--- config.mk ---
export PLATFORM = sky130hd
export DESIGN_NAME = insn_prefetch_queue_flat
export DESIGN_NICKNAME = d
export VERILOG_FILES = /design/src/rtl/insn_prefetch_queue_if.sv /design/src/rtl/insn_prefetch_queue.sv /design/src/flat_wrapper.sv
export SDC_FILE = /design/constraint.sdc
export NUM_CORES = 1
export LEC_CHECK = 0
export CORE_MARGIN = 3
export CORE_UTILIZATION = 39
export CTS_CLUSTER_SIZE = 14
export DETAILED_ROUTE_END_ITERATION = 7
export PLACE_DENSITY_LB_ADDON = 0.3
export RECOVER_POWER = 25
export SYNTH_ARGS = -nofsm -noshare
export SYNTH_HDL_FRONTEND = slang
export SYNTH_SLANG_ARGS = --single-unit
--- constraint.sdc ---
create_clock -name clk -period 2.9 [get_ports clk]
set_input_delay 0.58 -clock clk [delete_from_list [all_inputs] [get_ports clk]]
set_output_delay 0.58 -clock clk [all_outputs]
set_load 0.02 [all_outputs]
--- src/rtl/insn_prefetch_queue_if.sv ---
// Fetch-side bundle of the prefetch queue: the instruction-memory read port,
// the decoder valid/stall handshake and the redirect request.
interface insn_prefetch_queue_if #(
  parameter int LEN_INSN      = 32,
  parameter int MEM_INSN_ADDR = 10
);
  logic                     flush_i;
  logic [MEM_INSN_ADDR-1:0] flush_addr_i;
  logic                     imem_req_o;
  logic [MEM_INSN_ADDR-1:0] imem_addr_o;
  logic [LEN_INSN-1:0]      imem_data_i;
  logic                     valid_o;
  logic                     stall_i;
  logic [LEN_INSN-1:0]      insn_o;
  logic [MEM_INSN_ADDR-1:0] addr_o;

  modport master (
    input  flush_i, flush_addr_i, imem_data_i, stall_i,
    output imem_req_o, imem_addr_o, valid_o, insn_o, addr_o
  );

  modport slave (
    output flush_i, flush_addr_i, imem_data_i, stall_i,
    input  imem_req_o, imem_addr_o, valid_o, insn_o, addr_o
  );
endinterface

--- src/rtl/insn_prefetch_queue.sv ---
// Sequential instruction prefetcher: one read per cycle into a fixed-latency
// memory, results queued with their addresses and handed to the decoder.
module insn_prefetch_queue #(
  parameter int LEN_INSN      = 32,
  parameter int MEM_INSN_ADDR = 10,
  parameter int DEPTH         = 4
) (
  input  logic                clk,
  input  logic                rst,
  insn_prefetch_queue_if.master bus
);
  localparam int PW = $clog2(DEPTH);
  localparam int CW = PW + 1;

  logic [MEM_INSN_ADDR-1:0] pc_reg;
  logic [CW-1:0]            count_reg;
  logic [PW-1:0]            head_reg;
  logic [PW-1:0]            tail_reg;
  logic                     inflight_reg;
  logic [MEM_INSN_ADDR-1:0] inflight_addr_reg;

  logic [LEN_INSN-1:0]      insn_mem [DEPTH];
  logic [MEM_INSN_ADDR-1:0] addr_mem [DEPTH];

  logic issue;
  logic push;
  logic pop;

  // Credit counts queued entries plus the read in flight; a pop in the same
  // cycle is deliberately not credited so the request path stays short.
  assign issue = !rst &&
                 (({1'b0, count_reg} + (CW+1)'(inflight_reg)) < (CW+1)'(DEPTH));
  assign push  = inflight_reg && !bus.flush_i;
  assign pop   = bus.valid_o && !bus.stall_i;

  assign bus.imem_req_o  = issue;
  assign bus.imem_addr_o = pc_reg;
  assign bus.valid_o     = (count_reg != '0) && !bus.flush_i;
  assign bus.insn_o      = insn_mem[head_reg];
  assign bus.addr_o      = addr_mem[head_reg];

  generate
    for (genvar gi = 0; gi < DEPTH; gi++) begin : g_entry
      always_ff @(posedge clk) begin
        if (push && tail_reg == PW'(gi)) begin
          insn_mem[gi] <= bus.imem_data_i;
          addr_mem[gi] <= inflight_addr_reg;
        end
      end
    end
  endgenerate

  always_ff @(posedge clk) begin
    if (rst) begin
      pc_reg            <= '0;
      count_reg         <= '0;
      head_reg          <= '0;
      tail_reg          <= '0;
      inflight_reg      <= 1'b0;
      inflight_addr_reg <= '0;
    end else if (bus.flush_i) begin
      // The request issued this cycle still reaches memory; clearing
      // inflight_reg makes its returning word be ignored.
      pc_reg       <= bus.flush_addr_i;
      count_reg    <= '0;
      head_reg     <= tail_reg;
      inflight_reg <= 1'b0;
    end else begin
      if (issue) begin
        pc_reg            <= pc_reg + MEM_INSN_ADDR'(1);
        inflight_reg      <= 1'b1;
        inflight_addr_reg <= pc_reg;
      end else begin
        inflight_reg <= 1'b0;
      end
      if (push) tail_reg <= tail_reg + PW'(1);
      if (pop)  head_reg <= head_reg + PW'(1);
      case ({push, pop})
        2'b10:   count_reg <= count_reg + CW'(1);
        2'b01:   count_reg <= count_reg - CW'(1);
        default: count_reg <= count_reg;
      endcase
    end
  end

  always_ff @(posedge clk) begin
    if (!rst) begin
      assert (!(push && count_reg == CW'(DEPTH)));
    end
  end
endmodule

--- src/flat_wrapper.sv ---
// flat-port wrapper written by rule: the top's interface ports become plain ports
module insn_prefetch_queue_flat 
#(
  parameter int LEN_INSN      = 32,
  parameter int MEM_INSN_ADDR = 10,
  parameter int DEPTH         = 4
)
  (clk, rst, bus_flush_i, bus_flush_addr_i, bus_imem_data_i, bus_stall_i, bus_imem_req_o, bus_imem_addr_o, bus_valid_o, bus_insn_o, bus_addr_o);
  insn_prefetch_queue_if #(.LEN_INSN(LEN_INSN), .MEM_INSN_ADDR(MEM_INSN_ADDR)) bus_i ();
  input  logic clk;
  input  logic rst;
  input wire logic [$bits(bus_i.flush_i)-1:0] bus_flush_i;
  input wire logic [$bits(bus_i.flush_addr_i)-1:0] bus_flush_addr_i;
  input wire logic [$bits(bus_i.imem_data_i)-1:0] bus_imem_data_i;
  input wire logic [$bits(bus_i.stall_i)-1:0] bus_stall_i;
  output wire logic [$bits(bus_i.imem_req_o)-1:0] bus_imem_req_o;
  output wire logic [$bits(bus_i.imem_addr_o)-1:0] bus_imem_addr_o;
  output wire logic [$bits(bus_i.valid_o)-1:0] bus_valid_o;
  output wire logic [$bits(bus_i.insn_o)-1:0] bus_insn_o;
  output wire logic [$bits(bus_i.addr_o)-1:0] bus_addr_o;
  assign bus_i.flush_i = bus_flush_i;
  assign bus_i.flush_addr_i = bus_flush_addr_i;
  assign bus_i.imem_data_i = bus_imem_data_i;
  assign bus_i.stall_i = bus_stall_i;
  assign bus_imem_req_o = bus_i.imem_req_o;
  assign bus_imem_addr_o = bus_i.imem_addr_o;
  assign bus_valid_o = bus_i.valid_o;
  assign bus_insn_o = bus_i.insn_o;
  assign bus_addr_o = bus_i.addr_o;
  insn_prefetch_queue #(.LEN_INSN(LEN_INSN), .MEM_INSN_ADDR(MEM_INSN_ADDR), .DEPTH(DEPTH)) u_core (.clk(clk), .rst(rst), .bus(bus_i));
endmodule
== Word level (Yosys, flattened, before mapping) ==
Memories as Yosys holds them, arrays and structs flattened. A register that Yosys moved wholly into a read port is not among the register bits.
Index checks and enable logic that the tools add are counted.

* $add $sub $neg: 6
* Multiply operators: 0
* Divide/modulo/power cells: 0
* Order comparisons: 1
* Equality and inequality tests: 5
* Shifts and indexed selects: 0
* Mux-type cells: 36
* Bitwise logic cells: 1
* Reductions and logical operators: 25

{| class="wikitable"
|+ Operator list
! operator !! number
|-
| $mux 32 || 3
|-
| $reduce_or 32->1 || 3
|-
| $mux 10 || 5
|-
| $reduce_or 10->1 || 3
|-
| $mux 2 || 12
|-
| $mux 1 || 15
|-
| $add 10x1->10 const B || 1
|-
| $logic_and 1x1->1 || 8
|-
| $eq 2x2->1 const B || 3
|-
| $pmux 3 s2 || 1
|-
| $reduce_bool 2->1 || 3
|-
| $add 2x1->2 const B || 2
|-
| $add 3x1->4 || 1
|-
| $eq 2x1->1 const B || 2
|-
| $lt 4x3->1 const B || 1
|-
| $reduce_and 2->1 || 2
|-
| $add 3x1->3 const B || 1
|-
| $logic_not 1->1 || 3
|-
| $reduce_bool 3->1 || 1
|-
| $sub 3x1->3 const B || 1
|-
| $logic_not 2->1 || 1
|-
| $reduce_or 2->1 || 1
|-
| $not 1->1 || 1
|}

* Register bits: 28
* Latch bits: 0
* RAM bits: 168
* Memory bits (read-only): 0
* Input bits: 46
* Output and inout bits: 54
* Word-level logic and storage cells: 82
* Memories kept: 2

{| class="wikitable"
|+ Memories
! memory !! words !! bits a word !! rd ports !! clocked after Yosys merged registers in !! wr ports !! RTL line !! source
|-
| u_core.insn_mem || 4 || 32 || 1 || 1 || 1 || insn_prefetch_queue.sv:22 || <nowiki>logic [LEN_INSN-1:0] insn_mem [DEPTH];</nowiki>
|-
| u_core.addr_mem || 4 || 10 || 1 || 1 || 1 || insn_prefetch_queue.sv:23 || <nowiki>logic [MEM_INSN_ADDR-1:0] addr_mem [DEPTH];</nowiki>
|}

== Longest topological paths before layout ==
* Depth after elaboration: 9
* Mapped depth: 10
* Depth with buffers taken out: 8

== Least setup slack after synthesis ==
Ideal clock, no wire load.

* Path type: input-to-reg
* From: input port bus_flush_i
* To: memory u_core.addr_mem[1][0] (enable)
* Setup time: 0.403 ns
* Data arrival time: 2.121 ns
* Required time: 2.497 ns
* Setup slack: 0.375 ns
* Cell stages on the path: 4
* Path buffers: 2
* Cells stage by stage: buf_2 -> nor2b_1 -> clkbuf_1 -> and2_1

* Word-level cells in the longest chain between the ends: 9
* Elaborated cells between the ends (all ways): 23
* Classes of those cells: 14 x mux; 9 x reduce/logical

{| class="wikitable"
|+ RTL lines
! element !! RTL line !! source
|-
| start: declaration || flat_wrapper.sv:12 || <nowiki>input wire logic [$bits(bus_i.flush_i)-1:0] bus_flush_i;</nowiki>
|-
| $logic_not 1->1 * || insn_prefetch_queue.sv:33 || <nowiki>assign push = inflight_reg && !bus.flush_i;</nowiki>
|-
| $logic_and 1x1->1 * || insn_prefetch_queue.sv:33 ||
|-
| $logic_and 1x1->1 || insn_prefetch_queue.sv:45 || <nowiki>if (push && tail_reg == PW'(gi)) begin</nowiki>
|-
| $mux 1 || insn_prefetch_queue.sv:45 ||
|-
| $mux 1 (implied by the code) || insn_prefetch_queue.sv:47 || <nowiki>addr_mem[gi] <= inflight_addr_reg;</nowiki>
|-
| $reduce_or 10->1 (no line) || -- ||
|-
| $mux 2 (no line) / $mux 1 (equally long branches) (3 in series) || -- ||
|-
| end: declaration || insn_prefetch_queue.sv:23 ||
|}

Every way passes the cells marked *; elsewhere a longest branch is shown, timed or not.

==> summary.md <==
| Metric | Value |
|---|---|
| Status | finished clean |
| Tightest Pin Transition | 0.647 ns |
| Synth Register Bits | 198 |
| CP Launch Type | register |
| Final Util | 0.519 |
| DP Wirelength | 9100 µm |
| Syn. warnings | 0 |
| Share of layout cells above drive strength 1 | 0.197 |
| Async SR Flop Fraction | 0 |
| Largest net degree at the start of global routing | 43 |
| R2r setup slk | 0.70 ns |
| FMAX | 364 MHz |
| Crit share post-route | 0.947 |
| Setup TNS | 0 ns |
| Total track usage | 0.144 |
| Req. time, crit path | 2.32 ns |
| Full die area | 20700 µm² |
| Synth Area in Compound Gates | 0.0290 |
| Num ports | 100 |
| Clock Path Buffers | 2 |
| Worst clock skew | 0.00951 ns |
| Final hold slack | 0.506 ns |
| PD cells | 622 nW/µm² |
| Vias post-DR | 3811 |
| CTS tree | done |
| Arrival time worst endpoint | 2.17 ns |
| Gate Count Post-Synth | 384 |
| Simple-Gate Fraction of Synth Area | 0.0413 |
| # Max-Cap Violations | 0 |
| Syn Area/Cell | 19.4 µm² |
| IR drop worst, VDD | 0.000403 V |
| Routed vias/inst | 5.11 |
| CORE AREA | 18300 µm² |
| Post-route ant nets | 0 |
| Initial antenna violation count | 0 |
| Post-DR wirelength/cell | 18.9 µm |
| Fin. Hold Viols | 0 |
| Number of flip-flops in the largest register | 128 |
| Netlist Area Pre-Place | 7430 µm² |
| TritonRoute pass-1 iters | 4 |
| Detailed Route Iter0 Violations | 230 |
| Starting Density | 0.405 |
| Slew Viols, Final | 0 |
| Syn nets | 437 |
| Post-synthesis mux area share | 0.127 |
| Grt ovf | 0 |
| Xor and xnor area share after synthesis | 0.0141 |
| Clock slew at reported path FFs | 0.07 ns |
| TritonCTS Sinks | 198 |
| Post-synthesis cell type count | 39 |
| Sequential area share after synthesis | 0.760 |
| DRC viols | 0 |
| Pre-CTS setup slack | 0.125 ns |
| # setup viols final | 0 |
| Pwr Total | 0.00592 W |
| Area delta synth->final | 28.1% |
| Top Registers | u_core.insn_mem: 128 flops, u_core.addr_mem: 40 flops |
| # port buffers | 99 |
| Cell Rows | 49 |
| Tmin final | 2.75 ns |
| Die height | 144 µm |
| Number of synthesized flops with an enable pin | 168 |
| CTS H-tree lvls | 4 |
| Setup ws final | 0.153 ns |
| Die width | 144 µm |
| Vias in the first global route | 4047 |
| Final Routed Wirelength | 14100 µm |
| First-pass GRT wire length | 22400 µm |
| Largest reg by FF count | u_core.insn_mem |
| Antenna Cells | 0 |
| Main combinational cell family by area after synthesis | multiplexers |
| Clk Latency, worst-skew pair | 0.43 ns |
| RD Place Congestion | 0.778 |
| CTS Root Buffer Type | clkbuf_16 |
| Critical path class | register to output port |
| Top FF cell, synth | edfxtp_1 |
| Layout Nets | 557 |
| Adder-cell share of the synthesized area | 0.0128 |
| Min-delay worst type | register to register |
| RSZ-0062 raised after global routing | no |
| Worst Path Max Fanout | 13 |
| Leakage power | 3.07 nW |
| CTS Buf Count | 17 |
| Worst slew margin | 0.557 |
| Setup crit end kind | output port |
routing by layer:
metal | vias to the layer above | wire length, µm | GRT usage
li1 | 1768 | - | -
met1 | 1931 | 6270 | 0.192
met2 | 97 | 6790 | 0.229
met3 | 15 | 799 | 0.0407
met4 | 0 | 204 | 0.0491
met5 | - | 0 | 0
metrics by stage:
step / area [µm²] / instances
after floorplan: 7430 / 384
after global placement: 8890 / 711
after detailed placement: 8890 / 711
after CTS: 9510 / 746
after global routing: 9520 / 746
final: 9520 / 746
cells in the final DEF, fill, tap and decap left out, types with 8 or more instances in the layout:
cell type        netlist  final
buf_12                 0     11
dlygate4sd3_1          0     17
edfxtp_1             168    168
nand2_1               26     26
clkdlybuf4s50_1        0     81
inv_1                  7      8
a21oi_1               17     17
mux4_2                42     42
clkbuf_16              0     20
dfxtp_1               30     28
nor2_1                12     12
buf_4                  0      9
Yosys cell counts (2+ instances only):
library cell	count	area (µm²)
a311oi_1	2	17.5
clkbuf_1	11	41.3
a211oi_1	4	30.0
or3_1	2	12.5
nand3_1	4	20.0
nor3_1	3	15.0
mux4_2	42	946
dfxtp_1	30	601
buf_2	6	30.0
nand2_1	26	97.6
nor2_1	12	45.0
xnor2_1	6	52.6
inv_1	7	26.3
o21bai_1	3	22.5
nand4_1	2	12.5
xor2_1	6	52.6
a21oi_1	17	85.1
o21ai_0	3	15.0
or2_1	2	12.5
ha_1	6	75.1
and3_1	2	12.5
edfxtp_1	168	5040
and2_1	4	25.0
area by class of cell:
| cell class | instances | area, µm² |
|---|---|---|
| clock inverter | 9 | 58.8 |
| fill | 1435 | 8810 |
| timing repair buffer | 119 | 1280 |
| clock buffer | 23 | 532 |
| multi-input combinational | 159 | 1670 |
| tap | 229 | 287 |
| inverter | 9 | 35.0 |
| sequential | 198 | 5650 |
worst paths after layout:
path                                 endpoint                        start  cells after the start
hold / removal    u_core.inflight_addr_reg[8]  u_core.inflight_addr_reg[8]                      2
hold reg to reg   u_core.inflight_addr_reg[8]  u_core.inflight_addr_reg[8]                      2
setup reg to reg          u_core.count_reg[2]          u_core.count_reg[0]                      8
setup / recovery                bus_insn_o[2]                     register                      3
repair_timing:
action / CTS / global route
hold buffers: 0 / 0
hold endpoints to repair: 0 / 0
buffers inserted: 3 / 0
setup endpoints to repair: 28 / 1
resized for setup: 0 / 1
power by group:
part / leakage, nW / switching [W] / total [W] / internal, W
sequential: 1.77 / 0.0000423 / 0.00317 / 0.00313
clock: 0.301 / 0.000981 / 0.00228 / 0.00130
combinational: 0.995 / 0.000219 / 0.000474 / 0.000254
critical path, cell delays in order (launching register included):
cell and delay [ns]:
dfxtp_2 0.58, buf_4 0.27, mux4_2 0.33, clkdlybuf4s50_1 0.56
cell families (layout without fill, tap and decap cells):
| logic type | Yosys count | in the layout |
|---|---|---|
| xor gates and xnor gates | 12 | 12 |
| muxes | 42 | 42 |
| AOI/OAI and AO/OA | 35 | 35 |
| DFF | 198 | 198 |
| and+or+nand+nor | 63 | 63 |
| adders and majority gates | 7 | 7 |
| buffers and inverters | 27 | 160 |
Power figures use the tool's default switching activity.
